**src/rtl/amp_ctrl_pkg.sv**
```systemverilog
`default_nettype none
// ============================================================================
// Module   : amp_ctrl_pkg
// Purpose  : Shared state encoding for the amplifier bridge controller.
// Revision : 1.0
// ============================================================================
package amp_ctrl_pkg;

    typedef enum logic [1:0] {
        S_IDLE  = 2'd0,
        S_RAMP  = 2'd1,
        S_RUN   = 2'd2,
        S_FAULT = 2'd3
    } ctrl_state_t;

endpackage
`default_nettype wire

```
**src/rtl/deadtime_gen.sv**
```systemverilog
`default_nettype none
// ============================================================================
// Module   : deadtime_gen
// Purpose  : Splits a single-ended PWM level into non-overlapping gate drives.
// Revision : 1.0
// ============================================================================
module deadtime_gen #(
    parameter int DEAD_TICKS = 4
) (
    input  logic clk,
    input  logic rst,
    input  logic ena,
    input  logic load,
    input  logic pwm_in,
    output logic out_a,
    output logic out_b
);

    localparam int DT_W = (DEAD_TICKS > 0) ? $clog2(DEAD_TICKS + 1) : 1;
    localparam logic [DT_W-1:0] C_DT_LOAD = DT_W'(DEAD_TICKS);
    localparam logic [DT_W-1:0] C_DT_ONE  = DT_W'(1);

    logic            r_p;
    logic [DT_W-1:0] r_dt;

    // Every path except the settled one forces both gates low, so the
    // two outputs can never be high together.
    always_ff @(posedge clk or negedge rst) begin
        if (!rst) begin
            r_p   <= 1'b0;
            r_dt  <= '0;
            out_a <= 1'b0;
            out_b <= 1'b0;
        end else if (load) begin
            r_p   <= pwm_in;
            r_dt  <= C_DT_LOAD;
            out_a <= 1'b0;
            out_b <= 1'b0;
        end else if (!ena) begin
            out_a <= 1'b0;
            out_b <= 1'b0;
        end else if (pwm_in != r_p) begin
            r_p   <= pwm_in;
            r_dt  <= C_DT_LOAD;
            out_a <= 1'b0;
            out_b <= 1'b0;
        end else if (r_dt != '0) begin
            r_dt  <= r_dt - C_DT_ONE;
            out_a <= 1'b0;
            out_b <= 1'b0;
        end else begin
            out_a <= r_p;
            out_b <= ~r_p;
        end
    end

endmodule
`default_nettype wire

```
**src/rtl/amp_bridge_ctrl.sv**
```systemverilog
`default_nettype none
// ============================================================================
// Module   : amp_bridge_ctrl
// Purpose  : Soft-start, dead-time and fault sequencing for the PWM bridge.
// Revision : 1.0
// ============================================================================
module amp_bridge_ctrl
    import amp_ctrl_pkg::*;
#(
    parameter int N          = 8,
    parameter int DEAD_TICKS = 4,
    parameter int RAMP_STEP  = 1
) (
    input  logic         clk,
    input  logic         rst,
    input  logic         ena,
    input  logic         step,
    input  logic [N-1:0] duty_in,
    input  logic         pwm_in,
    input  logic         fault,
    input  logic         clear,
    output logic [N-1:0] duty_out,
    output logic         out_a,
    output logic         out_b,
    output logic [1:0]   state
);

    localparam logic [N-1:0] C_DUTY_MAX = '1;
    localparam logic [N:0]   C_STEP     = (N+1)'(RAMP_STEP);

    ctrl_state_t  r_state;
    logic [N-1:0] r_limit;
    logic [N:0]   w_sum;
    logic [N-1:0] w_limit_next;
    logic         w_active;
    logic         w_load;

    // Carry out of the widened sum means the limit would wrap; clamp instead.
    assign w_sum        = {1'b0, r_limit} + C_STEP;
    assign w_limit_next = w_sum[N] ? C_DUTY_MAX : w_sum[N-1:0];

    assign w_active = ((r_state == S_RAMP) || (r_state == S_RUN)) && ena && !fault;
    assign w_load   = (r_state == S_IDLE) && ena && !fault;

    always_ff @(posedge clk or negedge rst) begin
        if (!rst) begin
            r_state  <= S_IDLE;
            r_limit  <= '0;
            duty_out <= '0;
        end else if (fault) begin
            r_state  <= S_FAULT;
            duty_out <= '0;
        end else begin
            case (r_state)
                S_IDLE: begin
                    duty_out <= '0;
                    if (ena) begin
                        r_state <= S_RAMP;
                        r_limit <= '0;
                    end
                end
                S_RAMP: begin
                    if (!ena) begin
                        r_state  <= S_IDLE;
                        duty_out <= '0;
                    end else begin
                        duty_out <= (duty_in < r_limit) ? duty_in : r_limit;
                        if (r_limit >= duty_in) r_state <= S_RUN;
                        if (step) r_limit <= w_limit_next;
                    end
                end
                S_RUN: begin
                    if (!ena) begin
                        r_state  <= S_IDLE;
                        duty_out <= '0;
                    end else begin
                        duty_out <= duty_in;
                    end
                end
                S_FAULT: begin
                    duty_out <= '0;
                    if (clear && !ena) r_state <= S_IDLE;
                end
                default: begin
                    r_state  <= S_IDLE;
                    duty_out <= '0;
                end
            endcase
        end
    end

    assign state = r_state;

    deadtime_gen #(
        .DEAD_TICKS (DEAD_TICKS)
    ) u_deadtime (
        .clk    (clk),
        .rst    (rst),
        .ena    (w_active),
        .load   (w_load),
        .pwm_in (pwm_in),
        .out_a  (out_a),
        .out_b  (out_b)
    );

endmodule
`default_nettype wire
```
**config.mk**
```make
export PLATFORM = sky130hd
export DESIGN_NAME = amp_bridge_ctrl
export DESIGN_NICKNAME = d
export VERILOG_FILES = /design/src/rtl/amp_ctrl_pkg.sv /design/src/rtl/deadtime_gen.sv /design/src/rtl/amp_bridge_ctrl.sv
export SDC_FILE = /design/constraint.sdc
export NUM_CORES = 1
export LEC_CHECK = 0
export CAP_MARGIN = 20
export CORE_MARGIN = 2
export CORE_UTILIZATION = 40
export CTS_CLUSTER_SIZE = 10
export DETAILED_ROUTE_END_ITERATION = 8
export PLACE_DENSITY = 0.6
export SYNTH_ARGS = -nofsm -noshare
export SYNTH_HDL_FRONTEND = slang
export SYNTH_HIERARCHICAL = 1
export SYNTH_SLANG_ARGS = --single-unit
```
**constraint.sdc**
```tcl
create_clock -name clk -period 5.54 [get_ports clk]
set_input_delay 1.108 -clock clk [delete_from_list [all_inputs] [get_ports clk]]
set_output_delay 1.108 -clock clk [all_outputs]
set_load 0.05 [all_outputs]
```
After elaboration in Yosys (flattened, before gate mapping)
Cells that the tools add are included.
Cells by class
  magnitude comparators: 2
  bitwise logic cells: 2
  eq/ne operators: 11
  reduce and logical (&&, ||, !) cells: 19
  add/subtract/negate cells: 2
  multiplexer cells: 32
Operators by type and width (count)
  8-bit 2-to-1 mux: 8
  8-bit case mux with 3 select lines: 1
  8-bit case mux with 2 select lines: 1
  2-bit 2-to-1 mux: 6
  3-bit 2-to-1 mux: 4
  1-bit 2-to-1 mux: 11
  8-bit by 1-bit adder with 9-bit output, second input constant: 1
  3-bit inequality test, second input constant: 3
  8-bit greater-or-equal comparator: 1
  8-bit less-than comparator: 1
  2-bit case mux with 4 select lines: 1
  2-bit inequality test, second input constant: 3
  2-bit nonzero test: 3
  3-bit nonzero test: 2
  1-bit logical AND: 5
  5-bit AND reduction: 1
  2-bit == test, second input constant: 2
  4-bit by 3-bit inequality test with 1-bit output, second input constant: 1
  2-bit AND reduction: 2
  4-bit AND reduction: 1
  3-bit by 1-bit subtractor with 3-bit output, second input constant: 1
  2-bit by 1-bit == test with 1-bit output, second input constant: 1
  1-bit zero test: 2
  2-bit zero test: 1
  other kinds (4): 5
Storage, ports and cells
  flip-flop bits (word level): 24
  output and inout port bits: 12
  word-level logic and storage cells: 75

Depth between registers and ports, before layout
Gate-level depths: netlist (run 1).
  word-level depth: 6
  depth in mapped cells: 7
  depth with buffers taken out: 7

Hierarchy
Netlist (run 1), hierarchy kept.
By module, submodules not included
  amp_bridge_ctrl: times used 1, seq. area each 450.4 sq um, area an instance 1199.9 sq um, cells an instance 122
  deadtime_gen: times used 1, seq. area each 150.1 sq um, area an instance 324.1 sq um, cells an instance 30

Worst setup path after synthesis (run 1)
Ideal clock, no wire load.
  kind: input -> register
  from: in duty_in[7]
  to: reg duty_out[3]
  slack: 2.948 ns
  path buffers: 0
  stages on the path: 7
  arrival: 2.471 ns
  required time: 5.419 ns
  cell sequence: inv_1 -> ha_1 -> a41o_1 -> a21oi_2 -> inv_1 -> o311a_4 -> a22o_1
Between the ends
  cells in the longest elaborated chain, start to end: 5
RTL lines
  from (decl): line amp_bridge_ctrl.sv:18  | input logic [N-1:0] duty_in,
  8-bit less-than comparator: line amp_bridge_ctrl.sv:67  | duty_out <= (duty_in < r_limit) ? duty_in : r_limit;
  8-bit 2-to-1 mux: line amp_bridge_ctrl.sv:67
  8-bit 2-to-1 mux: line amp_bridge_ctrl.sv:63  | if (!ena) begin
  8-bit case mux with 3 select lines: line amp_bridge_ctrl.sv:54  | case (r_state)
  8-bit 2-to-1 mux: line amp_bridge_ctrl.sv:50  | end else if (fault) begin
  to (signal assigned): line amp_bridge_ctrl.sv:67
  to (signal assigned): line amp_bridge_ctrl.sv:77  | duty_out <= duty_in;
  to (decl): line amp_bridge_ctrl.sv:22  | output logic [N-1:0] duty_out,
Every way passes these cells.
A chain may end at the register's enable or synchronous reset.

Final worst setup path (run 1)
  from: in duty_in[7]
  to: reg duty_out[6]
The elaborated chain is that of the path after synthesis.

==> results of run 1 <==
-- cell type report --
type	count	area (µm²)
clock buffers	4	55.1
repair buffers	27	275
fillers	340	1760
well taps	48	60.1
multi-input cells	109	851
flip-flops and latches	24	601
inverters	17	63.8
-- final timing paths --
kind	start	to	slack, ns	depth (start not counted)
max	duty_in[7]	duty_out[6]$_DFF_PN0_	2.53	8
max in group asynchronous	rst	duty_out[1]$_DFF_PN0_	3.77	2
min	u_deadtime/r_dt[1]$_DFFE_PN0P_	u_deadtime/r_dt[1]$_DFFE_PN0P_	0.51	1
max reg2reg	state[1]$_DFFE_PN0P_	r_limit[4]$_DFFE_PN0P_	3.32	6
min in group asynchronous	rst	u_deadtime/r_p$_DFFE_PN0P_	1.25	1
min reg2reg	u_deadtime/r_dt[1]$_DFFE_PN0P_	u_deadtime/r_dt[1]$_DFFE_PN0P_	0.51	1
-- critical path, stage by stage --
cell,delay [ns]
clkdlybuf4s50_1,0.49
inv_1,0.06
ha_1,0.34
a41o_1,0.26
a21oi_2,0.14
nor2_2,0.07
a2111oi_4,0.53
a22o_1,0.22
-- layout by cell type, fill, tap and decap left out, types with 2 or more instances in the layout --
cell type / n
a22o_1: 8
mux2i_1: 3
ha_1: 15
a21oi_1: 10
nand4_1: 2
nor4_1: 2
and2_1: 2
a21oi_2: 2
dfrtp_1: 24
nand2b_1: 3
o21ai_0: 8
o31ai_1: 2
clkbuf_8: 4
nand2_1: 11
nor2_1: 8
nand3_1: 2
clkdlybuf4s50_1: 26
a31oi_1: 2
nand4_2: 2
o211ai_1: 2
inv_1: 17
nor2b_1: 3
-- sequential cells by signal (all words and copies together) (netlist names) --
register / cells
u_deadtime/r_dt: 3
u_deadtime/r_p: 1
u_deadtime/out_a: 1
duty_out: 8
r_limit: 8
u_deadtime/out_b: 1
state: 2
-- kinds of logic (layout without fill, tap and decap cells) --
logic type / after synthesis / after routing / synth area share
buffers and inverters: 19 / 48 / 0.0476
adders and majority gates: 15 / 15 / 0.123
and+or+nand+nor: 41 / 41 / 0.149
muxes: 5 / 5 / 0.0345
xor gates and xnor gates: 1 / 1 / 0.0107
DFF: 24 / 24 / 0.394
AOI/OAI and AO/OA: 47 / 47 / 0.241
-- power by group --
group          internal, mW  switching, mW  leakage [nW]  total (mW)
registers             0.205         0.0336         0.319       0.239
logic                0.0973          0.122         0.514       0.220
clock network        0.0635         0.0552        0.0288       0.119
-- routing by layer --
layer | track usage | vias to the layer above | share of wire
met3 | 0.0188 | 2 | 0.030
met5 | 0 | - | 0
li1 | - | 618 | -
met1 | 0.219 | 617 | 0.47
met4 | 0.0469 | 0 | 0.0068
met2 | 0.287 | 24 | 0.50
==> results_dict.tcl, run 1 <==
set metrics [dict create \
    die-width_um 65.7 \
    layout_min_cycle_time_ns 3.01 \
    pre_cts_slack_ns 2.25 \
    hold_viol_final 0 \
    drtIter0Drc 45 \
    clkTransAtPathRegs_ns 0.08 \
    avgSynthCellArea_um2 10.0 \
    setup_viol_count_final 0 \
    tritoncts "done" \
    dr_total_vias 1261 \
    drive_gt1_frac 0.0994 \
    synth-seq-area-share 0.394 \
    dpl.cell_count 224 \
    slew_headroom 0.439 \
    synth.area.top_cells "dfrtp_1 (39%), ha_1 (12%), a22o_1 (4.6%), inv_1 (4.2%), a21oi_1 (3.3%)" \
    clock_skew_ns 0.00134 \
    cts_resized 0 \
    dpl.hpwl_um 2540 \
    synthToLayoutAreaGrowth_pct 25.0 \
    wl_per_cell_um 14.1 \
    path_max_fanout 8 \
    synthCells 152 \
    cts_root_buffer "clkbuf_8" \
    rows 22 \
    io_buffers 26 \
    drtAntennaViolNets 0 \
    htreeDepth 1 \
    finalSetupTns_ns 0 \
    initial_utilization 0.416 \
    fin_hold_ws_ns 0.515 \
    cellLeakagePower_nw 0.862 \
    worst_slack_ns 2.53 \
    synth_nets 182 \
    vias_per_cell 5.51 \
    placed_area_um2 1840 \
    hold_path.class "flip-flop to flip-flop" \
    netlist.area_leader.share 0.394 \
    fp.dieH_um 65.7 \
    grt_use_total 0.166 \
    drt_drc_violations_left 0 \
    antenna_found_initial 0 \
    tightest_slew_ns 0.840 \
    syn-cell-area_um2 1520 \
    finalCritPeriodShare 0.543 \
    cts.sinks 24 \
    crit_type "primary input to flip-flop" \
    holdBufCountCts 0 \
    final_cell_count_no_fill 229 \
    rsz0062_at_grt "false" \
    cts_buffers 3 \
    diodes 0 \
    power_density_nw_per_um2 303 \
    ys_top_cells_by_count "dfrtp_1 (24), inv_1 (17), ha_1 (15)" \
    grt.overflow.total 0 \
    cp-end-kind "flip-flop" \
    grt_start_max_net_pins 25 \
    coreArea_um2 3660 \
    gp_congestion 0.823 \
    synthFlopType "dfrtp_1" \
    outcome "finished clean" \
    max-vdd-ir-drop_v 0.000119 \
    power_mw 0.577 \
    drt-pass1-iter-count 4 \
    num_io_pins 27 \
    utilization 0.521 \
    yosysMostFrequentCell "dfrtp_1" \
    dieArea_um2 4320 \
    drv_slew 0 \
    synthArstFlopShare 1.00 \
    stdcell_area_um2 1910 \
    ys.warnings.count 6 \
    critPathLaunchType "primary input" \
    synth_edf_count 0 \
    ys_ff_latch 24 \
    cp.arrival_ns 3.21 \
    worst_ep_required_time_ns 5.75 \
    max_cap_viol_count 0 \
    grt_pass1_vias 1263 \
    worstSkewPairLatency_ns 0.27 \
    grt_first_pass_wirelength_um 5580 \
    synth_top_cell_by_area "dfrtp_1" \
    wirelength_um 3240 \
    ys_types 44 \
    clockBufferDepth 2 \
    cts_setup_buffers 0 \
    max_freq_mhz 333 \
    final_net_count 212 \
]
(Power assumes the default switching activity.)
==> inputs of run 2 (changes only) <==
clock period = 3.11 ns   (was 5.54 ns; I/O delays follow)
==> results_dict.tcl, run 2 (synthesis gave the netlist of run 1 again) <==
set metrics [dict create \
    slew_headroom 0.621 \
    fp.dieH_um 65.7 \
    dr_total_vias 1260 \
    grt_start_max_net_pins 25 \
    met2_length_um 1540 \
    max_stage_delay_ns 0.53 \
    switchingPower_mw 0.381 \
    cp-end-kind "flip-flop" \
    die-width_um 65.7 \
    worst_ep_required_time_ns 3.32 \
    power_density_nw_per_um2 543 \
    wl_met1_um 1450 \
    path_max_fanout 8 \
    clock_skew_ns 0.00330 \
    finalCritPeriodShare 0.805 \
    outcome "finished clean" \
    cts_root_buffer "clkbuf_8" \
    final_common_cell "clkdlybuf4s50_1" \
    io_buffers 26 \
    tritoncts "done" \
    max_freq_mhz 399 \
    hold_path.class "flip-flop to flip-flop" \
    drive_gt1_frac 0.104 \
    cp_slowest_cell "a2111oi_4" \
    vias_per_cell 5.48 \
    clockBufferDepth 2 \
    p_comb_frac 0.380 \
    clkTransAtPathRegs_ns 0.09 \
    cpLargestDelayFamily "compound AO/OA/AOI/OAI gates" \
    cellLeakagePower_nw 0.864 \
    finalSetupTns_ns 0 \
    drt-pass1-iter-count 4 \
    grt.overflow.total 0 \
    dpl.hpwl_um 2430 \
    cts.sinks 24 \
    synthToLayoutAreaGrowth_pct 25.0 \
    max_cap_viol_count 0 \
    crit_chain "clkdlybuf4s50_1 -> inv_1 -> ha_1 -> a41o_1 -> a21oi_2 -> nor2_2 -> a2111oi_4 -> a22o_1" \
    worstSkewPairLatency_ns 0.27 \
    timing.critical_path.buf_inv 2 \
    htreeDepth 1 \
    crit_type "primary input to flip-flop" \
    tightest_slew_ns 0.569 \
    met3_length_um 117 \
    fin_hold_ws_ns 0.524 \
    layout_min_cycle_time_ns 2.50 \
    drtAntennaViolNets 0 \
    cts_buffers 3 \
    diodes 0 \
    drt_drc_violations_left 0 \
    grt_use_total 0.167 \
    antenna_found_initial 0 \
    setup_viol_count_final 0 \
    reg.largest.list "duty_out x8, r_limit x8, u_deadtime/r_dt x3" \
    num_io_pins 27 \
    cts_setup_buffers 0 \
    final_cell_mix "clkdlybuf4s50_1 (26), dfrtp_1 (24), inv_1 (17), ha_1 (15), nand2_1 (11)" \
    wirelength_um 3160 \
    top_layer "met4" \
    hold_viol_final 0 \
    rows 22 \
    drtIter0Drc 39 \
    cts_resized 0 \
    power_mw 1.03 \
    coreArea_um2 3660 \
    worst_slack_ns 0.605 \
    pre_cts_slack_ns 0.319 \
    gp_congestion 0.823 \
    critPathLaunchType "primary input" \
    pwr-share-seq 0.412 \
    grt_first_pass_wirelength_um 5610 \
    cp.arrival_ns 2.72 \
    grt_pass1_vias 1264 \
    p_int_mw 0.653 \
    wl_per_cell_um 13.7 \
    final_net_count 213 \
    initial_utilization 0.416 \
    utilization 0.521 \
    swShare 0.369 \
    drv_slew 0 \
    max-vdd-ir-drop_v 0.000248 \
    rsz0062_at_grt "false" \
    dieArea_um2 4320 \
    p_clk_frac 0.208 \
    holdBufCountCts 0 \
]
-- run 2: cell types whose count changed in the layout (fill, tap and decap cells not counted), sizes merged --
cell | before | now
buf | 1 | 2
-- run 2: per-layer routing --
layer	up-vias	GRT usage
li1	619	-
met1	611	0.227
met2	25	0.275
met3	5	0.0171
met4	0	0.0625
met5	-	0
-- run 2: worst paths after layout --
path / endpoint / slack [ns] / startpoint / cells past startpoint
min in group asynchronous: duty_out[5]$_DFF_PN0_ / 0.71 / rst / 2
setup / recovery: duty_out[4]$_DFF_PN0_ / 0.61 / duty_in[7] / 8
hold reg to reg: u_deadtime/r_dt[1]$_DFFE_PN0P_ / 0.52 / u_deadtime/r_dt[1]$_DFFE_PN0P_ / 1
hold / removal: u_deadtime/r_dt[1]$_DFFE_PN0P_ / 0.52 / u_deadtime/r_dt[1]$_DFFE_PN0P_ / 1
setup reg to reg: duty_out[4]$_DFF_PN0_ / 1.00 / state[1]$_DFFE_PN0P_ / 5
max in group asynchronous: r_limit[5]$_DFFE_PN0P_ / 2.17 / rst / 2
-- run 2: power groups by stage --
stage	Combinational (mW)	Clock (mW)	Sequential (mW)
floorplan	0.256	0	0.450
global placement	0.376	0	0.429
detailed placement	0.392	0	0.432
CTS	0.396	0.220	0.426
global route	0.447	0.234	0.437
finish	0.393	0.215	0.426
-- run 2: final cells by class --
cell class,instances,area [µm²]
fill,329,1760
sequential,24,601
clock buffer,4,55.1
inverter,17,63.8
multi-input combinational,109,851
timing repair buffer,28,275
tap,48,60.1
-- run 2: stage by stage --
step | std cells | instance area, µm²
CTS | 230 | 1910
floorplan | 152 | 1520
detailed placement | 226 | 1850
finish | 230 | 1910
global route | 230 | 1910
global placement | 226 | 1850
==> inputs of run 3 (changes only) <==
clock period = 2.4 ns   (was 3.11 ns; I/O delays follow)
==> results_dict.tcl, run 3 (synthesis gave the netlist of run 1 again) <==
set metrics [dict create \
    tightest_slew_ns 0.511 \
    rsz0062_at_grt "false" \
    final_cell_count_no_fill 247 \
    path_max_fanout 8 \
    cts.sinks 24 \
    utilization 0.562 \
    final_common_cell "clkdlybuf4s50_1" \
    max_freq_mhz 444 \
    crit_type "primary input to flip-flop" \
    vias_per_cell 5.28 \
    timing.rr.end "duty_out[5]$_DFF_PN0_" \
    synthToLayoutAreaGrowth_pct 35.0 \
    worst_slack_ns 0.150 \
    critPathLaunchType "primary input" \
    worstSkewPairLatency_ns 0.26 \
    grt.overflow.total 0 \
    cellLeakagePower_nw 0.955 \
    final_net_count 230 \
    cp_slowest_cell "clkdlybuf4s50_1" \
    final_cell_mix "clkdlybuf4s50_1 (26), dfrtp_1 (24), buf_4 (18), inv_1 (17), ha_1 (14)" \
    fillCellCount 335 \
    cp-end-kind "flip-flop" \
    crit_chain "clkdlybuf4s50_1 -> inv_1 -> ha_1 -> nor2b_1 -> o211ai_2 -> a21oi_2 -> buf_4 -> a2111oi_4 -> buf_6 -> a22o_1" \
    grt_pass1_vias 1288 \
    tritoncts "done" \
    layout_min_cycle_time_ns 2.25 \
    max_cap_viol_count 0 \
    drive_gt1_frac 0.191 \
    max-vdd-ir-drop_v 0.000303 \
    clockBufferDepth 2 \
    critPathLaunch "duty_in[1]" \
    drv_slew 0 \
    grt_use_total 0.177 \
    finalCritPeriodShare 0.937 \
    cp.arrival_ns 2.46 \
    grt_start_max_net_pins 25 \
    rows 22 \
    hold_viol_final 0 \
    power_density_nw_per_um2 674 \
    busiest_layer "met2" \
    clkTransAtPathRegs_ns 0.08 \
    coreArea_um2 3660 \
    fin_hold_ws_ns 0.502 \
    die-width_um 65.7 \
    cts_setup_buffers 0 \
    dieArea_um2 4320 \
    cts_root_buffer "clkbuf_8" \
    outcome "finished clean" \
    multi_input_area_um2 871 \
    worst_ep_required_time_ns 2.61 \
    clock_skew_ns 0.00111 \
    cp.depth 10 \
    r2r_slack_ns 0.40 \
    fp.dieH_um 65.7 \
    wirelength_um 3420 \
    num_io_pins 27 \
    slew_headroom 0.658 \
    reg.largest.list "duty_out x8, r_limit x8, u_deadtime/r_dt x3" \
    htreeDepth 1 \
    max_stage_delay_ns 0.48 \
    drtAntennaViolNets 0 \
    grt.met2_usage 0.273 \
    diodes 0 \
    power_mw 1.39 \
    endpoint "duty_out[5]$_DFF_PN0_" \
    stdcell_area_um2 2060 \
    dr_total_vias 1303 \
    drt-pass1-iter-count 5 \
    r2r-start "state[1]$_DFFE_PN0P_" \
    dpl.hpwl_um 2640 \
    gp_congestion 0.783 \
    grt_first_pass_wirelength_um 5840 \
    wl_per_cell_um 13.8 \
    grtUsageMet1 0.244 \
    io_buffers 26 \
    cts_buffers 3 \
    antenna_found_initial 0 \
    seq_area_um2 601 \
    placed_area_um2 1980 \
    drtIter0Drc 46 \
    timing.critical_path.buf_inv 4 \
    use_met3 0.0257 \
    holdBufCountCts 0 \
    setup_viol_count_final 0 \
    hold_path.class "flip-flop to flip-flop" \
    dpl.cell_count 243 \
    pre_cts_slack_ns -0.182 \
    drt_drc_violations_left 0 \
    initial_utilization 0.416 \
    worst-r2r-cell-count 6 \
    cpLargestDelayFamily "buffers and inverters" \
    finalSetupTns_ns 0 \
]
-- run 3: what timing repair did --
| item | in CTS | in global routing |
|---|---|---|
| gates resized for setup | 0 | 3 |
| endpoints found under the setup margin | 0 | 5 |
| endpoints found under the hold margin | 0 | 0 |
-- run 3: metal layers --
metal  part of all wire  up-vias
met4              0.017        0
met1               0.50      622
met2               0.44       28
met3              0.041        4
li1                   -      649
met5                  0        -
-- run 3: worst min-delay path by stage --
| stage | start | to | slack, ns | depth (start not counted) |
|---|---|---|---|---|
| 2_1_floorplan | rst | duty_out[0]$_DFF_PN0_ | 0.18 | 0 |
| 5_1_grt | u_deadtime/r_dt[1]$_DFFE_PN0P_ | u_deadtime/r_dt[1]$_DFFE_PN0P_ | 0.55 | 1 |
| 3_3_place_gp | u_deadtime/r_dt[1]$_DFFE_PN0P_ | u_deadtime/r_dt[1]$_DFFE_PN0P_ | 0.48 | 1 |
| 4_1_cts | u_deadtime/r_dt[1]$_DFFE_PN0P_ | u_deadtime/r_dt[1]$_DFFE_PN0P_ | 0.51 | 1 |
| 3_5_place_dp | u_deadtime/r_dt[1]$_DFFE_PN0P_ | u_deadtime/r_dt[1]$_DFFE_PN0P_ | 0.49 | 1 |
| 6_report | u_deadtime/r_dt[1]$_DFFE_PN0P_ | u_deadtime/r_dt[1]$_DFFE_PN0P_ | 0.50 | 1 |
-- run 3: area by class of cell --
type	count	share of cell area
inverter	17	0.0310
clock buffer	4	0.0268
sequential	24	0.292
tap	48	0.0292
timing repair buffer	45	0.198
multi-input combinational	109	0.423
-- run 3: power by group --
group / internal (mW) / switching (mW)
registers: 0.474 / 0.0745
logic: 0.259 / 0.305
clock network: 0.146 / 0.127
